$ cat src/rtl/zktc_mem_pkg.sv
// zktc_mem_pkg
// Shared types for the zktc load/store unit:
//   mem_size_t  - access size encoding carried on req_size
//   mem_err_t   - response error code carried on resp_err
//   mem_state_t - load/store unit sequencing states
package zktc_mem_pkg;

  typedef enum logic [1:0] {
    SZ_BYTE = 2'd0,
    SZ_HALF = 2'd1,
    SZ_WORD = 2'd2,
    SZ_ILL  = 2'd3
  } mem_size_t;

  typedef enum logic [1:0] {
    ERR_NONE     = 2'd0,
    ERR_MISALIGN = 2'd1,
    ERR_TIMEOUT  = 2'd2,
    ERR_SIZE     = 2'd3
  } mem_err_t;

  typedef enum logic [1:0] {
    ST_IDLE = 2'd0,
    ST_BUS  = 2'd1,
    ST_RESP = 2'd2
  } mem_state_t;

endpackage

$ cat src/rtl/zktc_mem_lane.sv
// zktc_mem_lane
// Purely combinational byte-lane datapath of the load/store unit.
// Ports:
//   size       in  2      access size (mem_size_t encoding)
//   offset     in  LB     byte offset of the access within the bus word
//   sign       in  1      sign-extend the load result
//   wdata      in  XLEN   right-aligned store data
//   rdata      in  XLEN   raw bus read data
//   store_strb out XLEN/8 byte enables for the addressed lanes
//   store_data out XLEN   store data moved onto the addressed lanes
//   load_data  out XLEN   addressed lanes right-aligned and extended
module zktc_mem_lane
  import zktc_mem_pkg::*;
#(
  parameter int XLEN = 16,
  localparam int NB = XLEN / 8,
  localparam int LB = $clog2(NB)
) (
  input  logic [1:0]      size,
  input  logic [LB-1:0]   offset,
  input  logic            sign,
  input  logic [XLEN-1:0] wdata,
  input  logic [XLEN-1:0] rdata,
  output logic [NB-1:0]   store_strb,
  output logic [XLEN-1:0] store_data,
  output logic [XLEN-1:0] load_data
);

  logic [NB-1:0]   size_mask;
  logic [XLEN-1:0] lane_bits;
  logic [XLEN-1:0] shifted;
  logic            msb;

  // size_mask marks the bytes covered by the access when it sits at
  // offset 0; lane_bits is the same mask expanded to bit granularity.
  // The store path shifts both up to the addressed lane, the load path
  // shifts the bus word down and uses the unshifted mask to isolate
  // the value before filling the upper bits with the sign if requested.
  // Word size (and the illegal encoding, which never reaches here)
  // simply covers the whole bus.
  always_comb begin
    size_mask = '1;
    lane_bits = '0;
    msb       = 1'b0;
    case (mem_size_t'(size))
      SZ_BYTE: size_mask = NB'(1);
      SZ_HALF: size_mask = NB'(3);
      default: size_mask = '1;
    endcase
    for (int i = 0; i < NB; i++) begin
      lane_bits[i*8 +: 8] = {8{size_mask[i]}};
    end
    store_strb = size_mask << offset;
    store_data = (wdata & lane_bits) << {offset, 3'b000};
    shifted    = rdata >> {offset, 3'b000};
    case (mem_size_t'(size))
      SZ_BYTE: msb = shifted[7];
      SZ_HALF: msb = shifted[15];
      default: msb = 1'b0;
    endcase
    load_data = (shifted & lane_bits) | ((sign && msb) ? ~lane_bits : '0);
  end

endmodule

$ cat src/rtl/zktc_mem_unit.sv
// zktc_mem_unit
// Load/store unit between the zktc MEMORY stage and the valid/ready
// memory bus. One request in flight; errors are reported on resp_err.
// Ports:
//   clk, rst          clock, synchronous active-high reset
//   req_valid/ready   request handshake (ready only while idle)
//   req_we            1 = store, 0 = load
//   req_size          0 byte, 1 half, 2 word, 3 illegal
//   req_signed        sign-extend the load result
//   req_addr          byte address
//   req_wdata         right-aligned store data
//   resp_valid        one-cycle response pulse
//   resp_rdata        extended load data (0 for stores and errors)
//   resp_err          0 ok, 1 misaligned, 2 timeout, 3 illegal size
//   mem_valid         bus request
//   mem_addr          word-aligned bus address
//   mem_wstrb         byte-lane write enables (0 for loads)
//   mem_wdata         lane-steered store data
//   mem_ready         bus completion
//   mem_rdata         bus read data
module zktc_mem_unit
  import zktc_mem_pkg::*;
#(
  parameter int XLEN    = 16,
  parameter int ADDR_W  = 16,
  parameter int TIMEOUT = 255
) (
  input  logic              clk,
  input  logic              rst,
  input  logic              req_valid,
  output logic              req_ready,
  input  logic              req_we,
  input  logic [1:0]        req_size,
  input  logic              req_signed,
  input  logic [ADDR_W-1:0] req_addr,
  input  logic [XLEN-1:0]   req_wdata,
  output logic              resp_valid,
  output logic [XLEN-1:0]   resp_rdata,
  output logic [1:0]        resp_err,
  output logic              mem_valid,
  output logic [ADDR_W-1:0] mem_addr,
  output logic [XLEN/8-1:0] mem_wstrb,
  output logic [XLEN-1:0]   mem_wdata,
  input  logic              mem_ready,
  input  logic [XLEN-1:0]   mem_rdata
);

  localparam int NB    = XLEN / 8;
  localparam int LB    = $clog2(NB);
  localparam int CNT_W = (TIMEOUT > 0) ? $clog2(TIMEOUT + 1) : 1;
  localparam logic [ADDR_W-1:0] ALIGN_MASK = ~ADDR_W'(NB - 1);
  localparam logic [CNT_W-1:0]  CNT_LIMIT  = CNT_W'(TIMEOUT);

  mem_state_t        state, state_d;
  logic              mem_valid_d;
  logic [ADDR_W-1:0] mem_addr_d;
  logic [NB-1:0]     mem_wstrb_d;
  logic [XLEN-1:0]   mem_wdata_d;
  logic              resp_valid_d;
  logic [XLEN-1:0]   resp_rdata_d;
  mem_err_t          err_q, err_d;
  logic [CNT_W-1:0]  cnt, cnt_d, cnt_inc;

  logic              we_q, we_d;
  logic [1:0]        size_q, size_d;
  logic              sign_q, sign_d;
  logic [LB-1:0]     off_q, off_d;

  logic [1:0]        lane_size;
  logic [LB-1:0]     lane_off;
  logic [NB-1:0]     lane_strb;
  logic [XLEN-1:0]   lane_wdata;
  logic [XLEN-1:0]   lane_rdata;
  logic              size_bad;
  logic              misaligned;

  assign req_ready = (state == ST_IDLE);
  assign resp_err  = err_q;

  // The lane datapath is shared: while idle it steers the incoming store,
  // afterwards it extracts the load using the latched size and offset.
  assign lane_size = (state == ST_IDLE) ? req_size : size_q;
  assign lane_off  = (state == ST_IDLE) ? req_addr[LB-1:0] : off_q;

  zktc_mem_lane #(.XLEN(XLEN)) u_lane (
    .size       (lane_size),
    .offset     (lane_off),
    .sign       (sign_q),
    .wdata      (req_wdata),
    .rdata      (mem_rdata),
    .store_strb (lane_strb),
    .store_data (lane_wdata),
    .load_data  (lane_rdata)
  );

  // Request legality: size is checked before alignment so an illegal
  // size always reports ERR_SIZE regardless of the address.
  always_comb begin
    size_bad   = (mem_size_t'(req_size) == SZ_ILL) ||
                 ((mem_size_t'(req_size) == SZ_WORD) && (XLEN == 16));
    misaligned = 1'b0;
    case (mem_size_t'(req_size))
      SZ_HALF: misaligned = req_addr[0];
      SZ_WORD: misaligned = |req_addr[1:0];
      default: misaligned = 1'b0;
    endcase
  end

  // The wait counter saturates so a huge TIMEOUT (or a disabled one)
  // never wraps back into a false match.
  assign cnt_inc = (cnt == '1) ? cnt : cnt + 1'b1;

  // Next-state and next-output logic. Every output except req_ready is
  // a register; this block computes what each register loads next.
  always_comb begin
    state_d      = state;
    mem_valid_d  = mem_valid;
    mem_addr_d   = mem_addr;
    mem_wstrb_d  = mem_wstrb;
    mem_wdata_d  = mem_wdata;
    resp_valid_d = 1'b0;
    resp_rdata_d = resp_rdata;
    err_d        = err_q;
    cnt_d        = cnt;
    we_d         = we_q;
    size_d       = size_q;
    sign_d       = sign_q;
    off_d        = off_q;

    case (state)
      ST_IDLE: begin
        if (req_valid) begin
          we_d   = req_we;
          size_d = req_size;
          sign_d = req_signed;
          off_d  = req_addr[LB-1:0];
          if (size_bad || misaligned) begin
            err_d        = size_bad ? ERR_SIZE : ERR_MISALIGN;
            resp_rdata_d = '0;
            resp_valid_d = 1'b1;
            state_d      = ST_RESP;
          end else begin
            mem_valid_d = 1'b1;
            mem_addr_d  = req_addr & ALIGN_MASK;
            mem_wstrb_d = req_we ? lane_strb : '0;
            mem_wdata_d = req_we ? lane_wdata : '0;
            cnt_d       = '0;
            state_d     = ST_BUS;
          end
        end
      end

      ST_BUS: begin
        if (mem_ready) begin
          mem_valid_d  = 1'b0;
          mem_wstrb_d  = '0;
          mem_wdata_d  = '0;
          resp_rdata_d = we_q ? '0 : lane_rdata;
          err_d        = ERR_NONE;
          resp_valid_d = 1'b1;
          state_d      = ST_RESP;
        end else begin
          cnt_d = cnt_inc;
          if ((TIMEOUT != 0) && (cnt_inc == CNT_LIMIT)) begin
            mem_valid_d  = 1'b0;
            mem_wstrb_d  = '0;
            mem_wdata_d  = '0;
            resp_rdata_d = '0;
            err_d        = ERR_TIMEOUT;
            resp_valid_d = 1'b1;
            state_d      = ST_RESP;
          end
        end
      end

      ST_RESP: begin
        state_d = ST_IDLE;
      end

      default: begin
        state_d     = ST_IDLE;
        mem_valid_d = 1'b0;
      end
    endcase
  end

  always_ff @(posedge clk) begin
    if (rst) begin
      state      <= ST_IDLE;
      mem_valid  <= 1'b0;
      mem_addr   <= '0;
      mem_wstrb  <= '0;
      mem_wdata  <= '0;
      resp_valid <= 1'b0;
      resp_rdata <= '0;
      err_q      <= ERR_NONE;
      cnt        <= '0;
      we_q       <= 1'b0;
      size_q     <= '0;
      sign_q     <= 1'b0;
      off_q      <= '0;
    end else begin
      state      <= state_d;
      mem_valid  <= mem_valid_d;
      mem_addr   <= mem_addr_d;
      mem_wstrb  <= mem_wstrb_d;
      mem_wdata  <= mem_wdata_d;
      resp_valid <= resp_valid_d;
      resp_rdata <= resp_rdata_d;
      err_q      <= err_d;
      cnt        <= cnt_d;
      we_q       <= we_d;
      size_q     <= size_d;
      sign_q     <= sign_d;
      off_q      <= off_d;
    end
  end

endmodule

$ cat config.mk
export PLATFORM = sky130hd
export DESIGN_NAME = zktc_mem_unit
export DESIGN_NICKNAME = d
export VERILOG_FILES = /design/src/rtl/zktc_mem_pkg.sv /design/src/rtl/zktc_mem_lane.sv /design/src/rtl/zktc_mem_unit.sv
export SDC_FILE = /design/constraint.sdc
export NUM_CORES = 1
export LEC_CHECK = 0
export ABC_AREA = 1
export BUFFER_PORTS_ARGS = -buffer_cell sky130_fd_sc_hd__buf_2
export CAP_MARGIN = 10
export CORE_MARGIN = 4
export CORE_UTILIZATION = 51
export DETAILED_ROUTE_END_ITERATION = 10
export PLACE_DENSITY = 0.81
export REMOVE_ABC_BUFFERS = 1
export SYNTH_ARGS = -nofsm -noshare
export SYNTH_HDL_FRONTEND = slang
export SYNTH_SLANG_ARGS = --single-unit
export TNS_END_PERCENT = 5
$ cat constraint.sdc
create_clock -name clk -period 2.25 [get_ports clk]
set_clock_uncertainty 0.15 [all_clocks]
set_input_delay 0.45 -clock clk [delete_from_list [all_inputs] [get_ports clk]]
set_output_delay 0.45 -clock clk [all_outputs]
set_load 0.01 [all_outputs]
==> results.md, run 1 <==
- Status: completed
- CTS tree: done
- Final ANT Viol Nets: 0
- Synth cell types: 34
- Postcts setup bufs: 0
- Critical path class: reg2reg
- Syn_area_per_cell: 6.785 um^2
- Endpoints failing hold: 0
- CP Capture Type: flip-flop
- Mapped Cells: 511
- Vias post-DR: 3491
- CP Buf/Inv Count: 2
- Most common cell after layout, fill and taps aside: nand2_1
- RSZ-0062 raised after global routing: false
- Final WL: 8700 um
- Most frequent cells in the layout: nand2_1, buf_2, inv_1
- # nets final: 685
- Area contributors post-synth: dfxtp_1, nand2_1, inv_1
- Total iterations of the first detailed-routing run: 4
- Final Util: 66.95%
- Post-synth ARST share: 0%
- RePlAce Congestion: 0.8568
- TritonCTS Sinks: 68
- Proportion of synthesized area in mux cells: 0%
- Layout area overhead: 24.72%
- Diodes inserted: 0
- Number of global-route vias before repair: 3287
- Final Cycle Share: 90.27%
- Initial Utilization: 53.68%
- Synth Area in Compound Gates: 14.44%
- Initial antenna violation count: 0
- FF+latch count, synth: 68
- Post-Place Setup Slack: 0.007665 ns
- Yosys top cell by area: dfxtp_1
- Die Span Y: 90.45 um
- Post-synthesis xor/xnor area fraction: 0.5052%
- PnR worst setup slack: 0.2189 ns
- Hold buffer count at cts: 0
- Post-Synth Adder-Cell Area: 1.444%
- Rows: 29
- CP Launch Type: flip-flop
- Final Max Slew Viols: 0
- Total grt overflow: 0
- Die W: 90.45 um
- GRT Util Overall: 21.10%
- Overall Power: 2.952 mW
- Global-route wire length before repair: 14430 um
- Slew headroom: 65.76%
- Synth warn: 0
- Clock-pin slew on the worst setup and hold paths: 0.07 ns
- 1st-iter DRT viols: 133
- Total CTS buffers: 9
- Leakage: 2.159 nW
- Hold WC Path Type: in2reg
- Crit path max-delay family: simple AND/OR/NAND/NOR gates
- Main combinational cell family by area after synthesis: simple AND/OR/NAND/NOR gates
- Req. time, crit path: 2.32 ns
- Max cap viols: 0
- HPWL after detailed placement: 6292 um
- Max incr delay on CP: 0.36 ns
- CP Max Fanout: 8
- Placed inst area: 0.004104 mm^2
- Die area: 0.008181 mm^2
- Root buffer selected by CTS: clkbuf_8
- Top Ports: 111
- WL/cell: 12.31 um
- Maximum clock frequency: 492.3 MHz
- Worst skew pair latency: 0.34 ns
- DRC viols: 0
- Post-Syn Area: 0.003467 mm^2
- Crit path cell chain: nor2_2 > inv_1 > nor2_2 > inv_1 > nand2_1 > nand3_1 > nand2_1 > a21oi_1
- # H-tree levels: 3
- Simple-gate share of the synthesized area: 31.43%
- VDD IR max: 0.4500 mV
- EDFF count, synth: 0
- Min Tclk post-route: 2.031 ns
- Drt via density: 4.938
- Synth top area share: 39.26%
- Clock buffer depth: 2
- Critical path arrival: 2.10 ns
- Largest net degree at the start of global routing: 47
- Sequential fraction of the synthesis area: 39.26%
- Final Instance Area: 0.004324 mm^2
- Actual slew at the worst max-slew pin: 0.5117 ns
- Pwr/cell area: 682.7 mW/mm^2
- Synth Flop Type: dfxtp_1
- # setup viols final: 0
- Fraction of layout cells with a size suffix above 1: 28.57%
- Core footprint: 0.006459 mm^2
- I/O Buffers: 109
- CP max stage cell: dfxtp_1
==> worst reg2reg max path, delay by kind of cell, from the launching register on <==
family | cells | cell delay (ns)
simple gates | 5 | 1.09
flops | 1 | 0.36
compound gates | 1 | 0.06
buf+inv | 2 | 0.25
==> synthesized netlist by cell type (5+ instances only) <==
master / n
nand2_2: 13
clkbuf_1: 12
nor2_1: 53
o211ai_1: 14
nand3_1: 20
a21oi_1: 40
o21ai_0: 30
inv_1: 84
nand2_1: 111
nand4_1: 15
nor2_2: 5
or2_2: 5
dfxtp_1: 68
==> layout make-up <==
type	instances	area [um^2]
clock buffers	11	141.4
clock inverters	5	27.53
fillers	589	2135
inverters	89	334.1
multi-input cells	334	1707
flip-flops and latches	68	1364
well taps	77	96.34
repair buffers	123	654.4
==> path summary, 6_finish.rpt <==
check	startpoint	end	slack, ns	cells past startpoint
hold / removal	req_addr[3]	mem_addr[3]$_SDFFE_PP0P_	0.24	3
setup reg to reg	state[1]$_SDFFE_PP0P_	cnt[0]$_SDFFE_PP0P_	0.22	8
hold reg to reg	mem_addr[9]$_SDFFE_PP0P_	mem_addr[9]$_SDFFE_PP0P_	0.30	2
setup / recovery	state[1]$_SDFFE_PP0P_	cnt[0]$_SDFFE_PP0P_	0.22	8
==> routing by layer <==
metal	wire length (um)	track usage, %	vias up
met3	478	3.833	17
met1	3795	25.43	1536
met5	0	0	-
met2	4262	37.03	102
li1	-	-	1836
met4	163	8.418	0
==> power breakdown <==
part	leakage (nW)	switching [mW]	internal [mW]
Sequential	0.558	0.0511	1.30
Clock	0.0889	0.449	0.422
Combinational	1.51	0.449	0.276
Total	2.16	0.949	2.00
==> through the flow <==
stage	setup TNS, ns	cells	hold WS, ns
final	0	707	0.2374
after global routing	0	707	0.2519
after CTS	0	707	0.2198
after detailed placement	0	690	0.2834
after global placement	0	690	0.2796
after floorplan	-0.2230	490	0.2819
==> registers in the layout (all words and copies together) (netlist names) <==
name        count
cnt             8
mem_addr       15
mem_valid       1
mem_wdata      16
mem_wstrb       2
off_q           1
resp_err        2
resp_rdata     16
resp_valid      1
sign_q          1
size_q          2
state           2
we_q            1
==> repair_timing <==
item                       in CTS  in global routing
setup endpoints to repair       1                 39
pin swaps                       0                  0
resized for setup               0                  9
cloned                          1                  0
==> cells by family (layout without fill, tap and decap cells) <==
family / Yosys count / in the layout
adders and majority gates: 4 / 4
AOI/OAI and AO/OA: 90 / 90
other: 1 / 1
and+or+nand+nor: 236 / 237
xor gates and xnor gates: 2 / 2
buffers and inverters: 110 / 228
DFF: 68 / 68
No activity file was read; power rests on OpenSTA's default activity.
==> inputs of run 2 (changes only) <==
--- a/config.mk
+++ b/config.mk
@@ -8,7 +8,6 @@
 export ABC_AREA = 1
 export BUFFER_PORTS_ARGS = -buffer_cell sky130_fd_sc_hd__buf_2
 export CAP_MARGIN = 10
-export CORE_MARGIN = 4
 export CORE_UTILIZATION = 51
 export DETAILED_ROUTE_END_ITERATION = 10
 export PLACE_DENSITY = 0.81
==> run 2 against run 1 <==
The flow now finishes with violations (design-rule violations). Via count rose by 3.4%. Power rose by 12%. Non-clock buffer count fell by 1. Clock-buffer cell count is 1 lower. Sequential power about the same. Critical path depth increased by 2. Sequential cell count unchanged. Clock power up 40%. First-iteration DRC count grew 130%. Sequential share of layout area shrank 0.49 points. Combinational power about the same.
==> results.md, run 2 (synthesized netlist as in run 1, its figures left out) <==
- Endpoints failing hold: 0 (unchanged)
- # setup viols final: 0 (unchanged)
- Net Sw Power: 967.9 uW (+2.0%)
- Leakage: 2.190 nW (+1.4%)
- Critical path class: reg2reg
- Min Tclk post-route: 2.114 ns (+0.08238 ns)
- Top Registers: mem_wdata: 16 flops, resp_rdata: 16 flops, mem_addr: 15 flops
- Number of global-route vias before repair: 3470 (+5.6%)
- Rows: 29 (unchanged)
- GRT Util Overall: 24.84% (+3.7 points)
- Placed inst area: 0.004096 mm^2 (-0.18%)
- Part of the power in the clock network: 37.0% (+7.5 points)
- Final Cycle Share: 93.93% (+3.7 points)
- WL/cell: 12.31 um (about the same)
- Total CTS buffers: 9 (unchanged)
- Worst r2r dst: resp_rdata[7]$_SDFFE_PP0P_
- Final WL: 8682 um (-0.21%)
- R2r startpoint: state[1]$_SDFFE_PP0P_
- Clock buffer depth: 2 (unchanged)
- # nets final: 684 (-0.15%)
- Setup_tns: 0 ns (unchanged)
- Pwr/cell area: 752.2 mW/mm^2 (+10%)
- Endpoint, Worst Hold: we_q$_SDFFE_PP0P_
- Layout area overhead: 26.71%
- Max cap viols: 0 (unchanged)
- CP Capture Type: flip-flop
- Most frequent cells in the layout: nand2_1, buf_2, inv_1
- Top Ports: 111 (unchanged)
- 1st-iter DRT viols: 311 (+130%)
- Postcts setup bufs: 0 (unchanged)
- Die area: 0.007132 mm^2 (-13%)
- I/O Buffers: 109 (unchanged)
- HPWL after detailed placement: 6113 um (-2.8%)
- Hold path depth: 3 (unchanged)
- R2R depth: 10 (+2)
- VDD IR max: 0.4917 mV (+9.3%)
- Most common cell after layout, fill and taps aside: nand2_1
- Int Power: 2.336 mW (+17%)
- Final Instance Area: 0.004393 mm^2 (+1.6%)
- Root buffer selected by CTS: clkbuf_8
- Initial antenna violation count: 0 (unchanged)
- Final Max Slew Viols: 0 (unchanged)
- CP Max Fanout: 11 (+3)
- Critical path arrival: 2.24 ns (+0.14 ns)
- Sw frac: 29.29% (-2.9 points)
- # H-tree levels: 3 (unchanged)
- Fraction of layout cells with a size suffix above 1: 28.82% (+0.25 points)
- Vias post-DR: 3608 (+3.4%)
- Total grt overflow: 0 (unchanged)
- R2r setup slk: 0.14 ns (-0.08 ns)
- Failing checks: design-rule violations
- Actual slew at the worst max-slew pin: 0.5585 ns (+0.04684 ns)
- Die Span Y: 84.45 um (-6.6%)
- Largest net degree at the start of global routing: 33 (-30%)
- Storage cell area: 0.001364 mm^2 (unchanged)
- DRC viols: 6 (+6)
- Core footprint: 0.006459 mm^2 (unchanged)
- RePlAce Congestion: 0.9241 (+7.9%)
- Filler Cells Inserted: 578 (-1.9%)
- Drt via density: 5.118 (+3.6%)
- Initial Utilization: 53.68% (unchanged)
- Multi-input gate area: 0.001714 mm^2 (+0.44%)
- Worst skew pair latency: 0.34 ns (about the same)
- CTS tree: done
- Global-route wire length before repair: 14410 um (-0.14%)
- CP Launch Type: flip-flop
- TritonCTS Sinks: 68 (unchanged)
- Maximum clock frequency: 473.1 MHz (-3.9%)
- Slew headroom: 62.63% (-3.1 points)
- Hold WC Path Type: in2reg
- Overall Power: 3.304 mW (+12%)
- Hold path startpoint: req_we
- RSZ-0062 raised after global routing: false
- Clock-pin slew on the worst setup and hold paths: 0.07 ns (about the same)
- Total iterations of the first detailed-routing run: 8 (+4)
- Status: finished, violations left
- Req. time, crit path: 2.38 ns (+0.06 ns)
- Combinational fraction of design power: 22.0% (-2.6 points)
- Final ANT Viol Nets: 0 (unchanged)
- Diodes inserted: 0 (unchanged)
- Die W: 84.45 um (-6.6%)
- Reg power frac: 41.0% (-4.9 points)
==> run 2: changes by cell type in the layout (fill, tap and decap cells not counted) <==
cell / previous run / this run
clkinvlp_4: 1 / 0
buf_4: 13 / 12
nand3_2: 1 / 2
nand2_2: 12 / 13
clkinv_2: 4 / 2
bufinv_16: 0 / 3
clkbuf_1: 1 / 0
nand3_1: 20 / 19
nand2_1: 111 / 110
==> run 2: power groups by stage <==
stage	combinational (mW)	clock [mW]	sequential (mW)
floorplan	0.393	0	1.42
global placement	0.678	0	1.38
global route	0.820	1.28	1.37
CTS	0.702	1.23	1.36
detailed placement	0.696	0	1.38
finish	0.726	1.22	1.36
==> run 2: area by class of cell <==
type | instances | area share [%]
Clock inverter | 5 | 2.279
Multi-Input combinational cell | 334 | 39.02
Tap cell | 77 | 2.193
Clock buffer | 10 | 3.133
Timing Repair Buffer | 122 | 14.73
Inverter | 89 | 7.605
Sequential cell | 68 | 31.05
==> run 2: worst max path at each step <==
stage                           from                     endpoint  cells after the start
2_1_floorplan            req_size[0]    mem_addr[10]$_SDFFE_PP0P_                      8
3_3_place_gp             req_size[0]   mem_wdata[14]$_SDFFE_PP0P_                     11
3_5_place_dp             req_size[0]    mem_wstrb[0]$_SDFFE_PP0P_                     12
4_1_cts          cnt[0]$_SDFFE_PP0P_    mem_wstrb[0]$_SDFFE_PP0P_                     13
5_1_grt        state[1]$_SDFFE_PP0P_  resp_rdata[14]$_SDFFE_PP0P_                      9
6_report       state[1]$_SDFFE_PP0P_   resp_rdata[7]$_SDFFE_PP0P_                     10
==> run 2: routing by layer <==
| layer | GRT usage (%) | routed length (um) |
|---|---|---|
| met1 | 28.59 | 3671 |
| met2 | 43.14 | 4248 |
| met3 | 5.015 | 529 |
| met4 | 14.18 | 232 |
| met5 | 0 | 0 |
==> run 2: timing repair <==
item,CTS,global route
gates cloned,0,1
endpoints found under the setup margin,2,39
resized for setup,1,10
hold buffers,0,0
==> run 2: critical path: stages, from the launching register on <==
cell and delay (ns):
dfxtp_1 0.36, nor2_2 0.27, inv_1 0.14, nor2_2 0.22
inv_1 0.18, nor2_1 0.20, inv_1 0.11, buf_4 0.19
nand3b_1 0.09, nand2_1 0.05, nor2_1 0.09
==> run 2: metrics by stage <==
stage,hold slack [ns],util [%],instances,worst slack [ns]
floorplan,0.2819,-,490,-0.01487
global placement,0.2770,63.43,689,0.06402
detailed placement,0.2840,63.43,689,-0.02201
CTS,0.2154,67.14,704,0.02365
global route,0.2323,68.02,705,0.007076
finish,0.2350,68.02,705,0.1365
==> inputs of run 3 (changes only) <==
--- a/config.mk
+++ b/config.mk
@@ -10,8 +10,10 @@
 export CAP_MARGIN = 10
 export CORE_UTILIZATION = 51
 export DETAILED_ROUTE_END_ITERATION = 10
+export GPL_TIMING_DRIVEN = 0
 export PLACE_DENSITY = 0.81
 export REMOVE_ABC_BUFFERS = 1
+export SKIP_CTS_REPAIR_TIMING = 1
 export SYNTH_ARGS = -nofsm -noshare
 export SYNTH_HDL_FRONTEND = slang
 export SYNTH_SLANG_ARGS = --single-unit
==> run 3 against run 2 <==
The flow still finishes with violations (design-rule violations). Sequential power hardly changed. Register-to-register slack worse by 0.02 ns. Routed wire length is 0.62% higher. Fmax is 1.6% lower. Via count is 2.1% lower. Critical path depth is 1 higher. Largest cell class unchanged.
==> results.md, run 3 (synthesized netlist as in run 1, its figures left out) <==
- Status: finished, violations left
- Failing checks: design-rule violations
- Die area: 0.007132 mm^2 (unchanged)
- RePlAce Congestion: 0.8772 (-5.1%)
- RSZ-0062 raised after global routing: true
- Final Util: 68.77% (+0.76 points)
- Pwr/cell area: 728.0 mW/mm^2 (-3.2%)
- 1st-iter DRT viols: 210 (-32%)
- # setup viols final: 0 (unchanged)
- Most common cell after layout, fill and taps aside: nand2_1
- Diodes inserted: 0 (unchanged)
- Fin cells: 704 (-0.14%)
- CTS tree: done
- # H-tree levels: 3 (unchanged)
- Crit path cell chain: buf_2 > inv_1 > ha_1 > inv_1 > a31oi_2 > nor2_1 > clkinvlp_4 > nand3_4 > nand2_1 > nand2_1 > nor2_1
- Max cap viols: 0 (unchanged)
- Final ANT Viol Nets: 0 (unchanged)
- Maximum clock frequency: 465.7 MHz (-1.6%)
- Global-route wire length before repair: 13810 um (-4.2%)
- Top Registers: mem_wdata: 16 flops, resp_rdata: 16 flops, mem_addr: 15 flops
- Final Cycle Share: 95.43% (+1.5 points)
- Vias post-DR: 3533 (-2.1%)
- Slew headroom: 59.22% (-3.4 points)
- CP max stage cell: clkinvlp_4
- Total grt overflow: 0 (unchanged)
- Initial Utilization: 53.68% (unchanged)
- # nets final: 682 (-0.29%)
- Fraction of layout cells with a size suffix above 1: 29.19% (+0.36 points)
- DRC viols: 6 (unchanged)
- Setup crit end: mem_wdata[12]$_SDFFE_PP0P_
- VDD IR max: 0.5073 mV (+3.2%)
- Placed Instances: 676 (-1.9%)
- Worst skew pair latency: 0.35 ns (about the same)
- Req. time, crit path: 2.36 ns (-0.02 ns)
- Max incr delay on CP: 0.37 ns (about the same)
- Clock-pin slew on the worst setup and hold paths: 0.08 ns (about the same)
- Rows: 29 (unchanged)
- Min Tclk post-route: 2.147 ns (+0.03374 ns)
- R2R depth: 10 (unchanged)
- Clock buffer depth: 2 (unchanged)
- CP Launch Type: primary input
- CP Max Fanout: 17 (+6)
- Endpoints failing hold: 0 (unchanged)
- Critical path arrival: 2.25 ns (about the same)
- CP Capture Type: flip-flop
- Root buffer selected by CTS: clkbuf_8
- Hold WC Path Type: in2reg
- Layout area overhead: 28.11%
- R2r startpoint: state[1]$_SDFFE_PP0P_
- Number of global-route vias before repair: 3208 (-7.6%)
- Core footprint: 0.006459 mm^2 (unchanged)
- Initial antenna violation count: 0 (unchanged)
- Worst r2r dst: resp_rdata[7]$_SDFFE_PP0P_
- Storage cell area: 0.001364 mm^2 (unchanged)
- Total CTS buffers: 9 (unchanged)
- R2r setup slk: 0.12 ns (-0.02 ns)
- Filler Cells Inserted: 553 (-4.3%)
- Leakage: 2.189 nW (about the same)
- Final WL: 8736 um (+0.62%)
- Largest net degree at the start of global routing: 47 (+42%)
- HPWL after detailed placement: 5923 um (-3.1%)
- WL/cell: 12.41 um (+0.76%)
- Total iterations of the first detailed-routing run: 7 (-1)
- Final Max Slew Viols: 0 (unchanged)
- Drt via density: 5.018 (-1.9%)
- Die Span Y: 84.45 um (unchanged)
- I/O Buffers: 109 (unchanged)
- Multi-input gate area: 0.001772 mm^2 (+3.4%)
- Critical path class: in2reg
- Actual slew at the worst max-slew pin: 0.6094 ns (+0.05091 ns)
- Most frequent cells in the layout: nand2_1, buf_2, inv_1
- Die W: 84.45 um (unchanged)
- CP startpoint: req_size[0]
- Worst hold margin: 0.2162 ns (-0.01872 ns)
- GRT Util Overall: 24.06% (-0.79 points)
- TritonCTS Sinks: 68 (unchanged)
- Top Ports: 111 (unchanged)
[run 3: cell types whose count changed in the layout (fill, tap and decap cells not counted), sizes merged]
cell      previous run  this run
buf                122       119
nand2              125       126
clkinvlp             0         2
bufinv               3         2
[run 3: worst min path at each step]
stage	endpoint	slack, ns	startpoint	depth (start not counted)
after floorplan	sign_q$_SDFFE_PP0P_	0.28	sign_q$_SDFFE_PP0P_	2
after global placement	mem_addr[3]$_SDFFE_PP0P_	0.28	mem_addr[3]$_SDFFE_PP0P_	2
after detailed placement	mem_addr[5]$_SDFFE_PP0P_	0.29	mem_addr[5]$_SDFFE_PP0P_	2
after CTS	we_q$_SDFFE_PP0P_	0.21	req_we	3
after global routing	we_q$_SDFFE_PP0P_	0.22	req_we	3
final	we_q$_SDFFE_PP0P_	0.22	req_we	3
[run 3: stage by stage]
step                      instance area, um^2  total power [mW]  setup TNS (ns)  setup WS, ns
after floorplan                          3357             1.814         -0.2230      -0.01487
after global placement                   3999             2.033          -23.20       -0.5130
after detailed placement                 3999             2.053          -27.94       -0.6568
after CTS                                4223             3.184          -17.53       -0.5627
after global routing                     4442             3.397         -0.2240      -0.05373
final                                    4442             3.233               0        0.1027
[run 3: final cells by class]
type,count,area share (%)
Sequential cell,68,30.70
Clock inverter,6,1.944
Timing Repair Buffer,119,14.59
Clock buffer,10,3.099
Tap cell,77,2.169
Inverter,89,7.606
Multi-Input combinational cell,335,39.89
[run 3: power by group]
part	internal, mW	total, mW	switching, mW	leakage, nW
registers	1.30	1.35	0.0504	0.558
clock network	0.654	1.14	0.484	0.113
logic	0.279	0.741	0.462	1.52
total	2.24	3.23	0.996	2.19
[run 3: metal layers]
metal  vias to the layer above  global-route usage (%)  wire length [um]
li1                       1828                       -                 -
met1                      1574                   28.12              3672
met2                       113                   41.28              4333
met3                        18                   5.310               531
met4                         0                   12.94               199
met5                         -                       0                 0
[run 3: worst max-delay path, delay by kind of cell]
family | cells | cell delay [ns]
buffers and inverters | 4 | 0.63
adder cells (fa/ha/maj) | 1 | 0.29
AO/OA/AOI/OAI | 1 | 0.16
AND/OR/NAND/NOR | 5 | 0.71
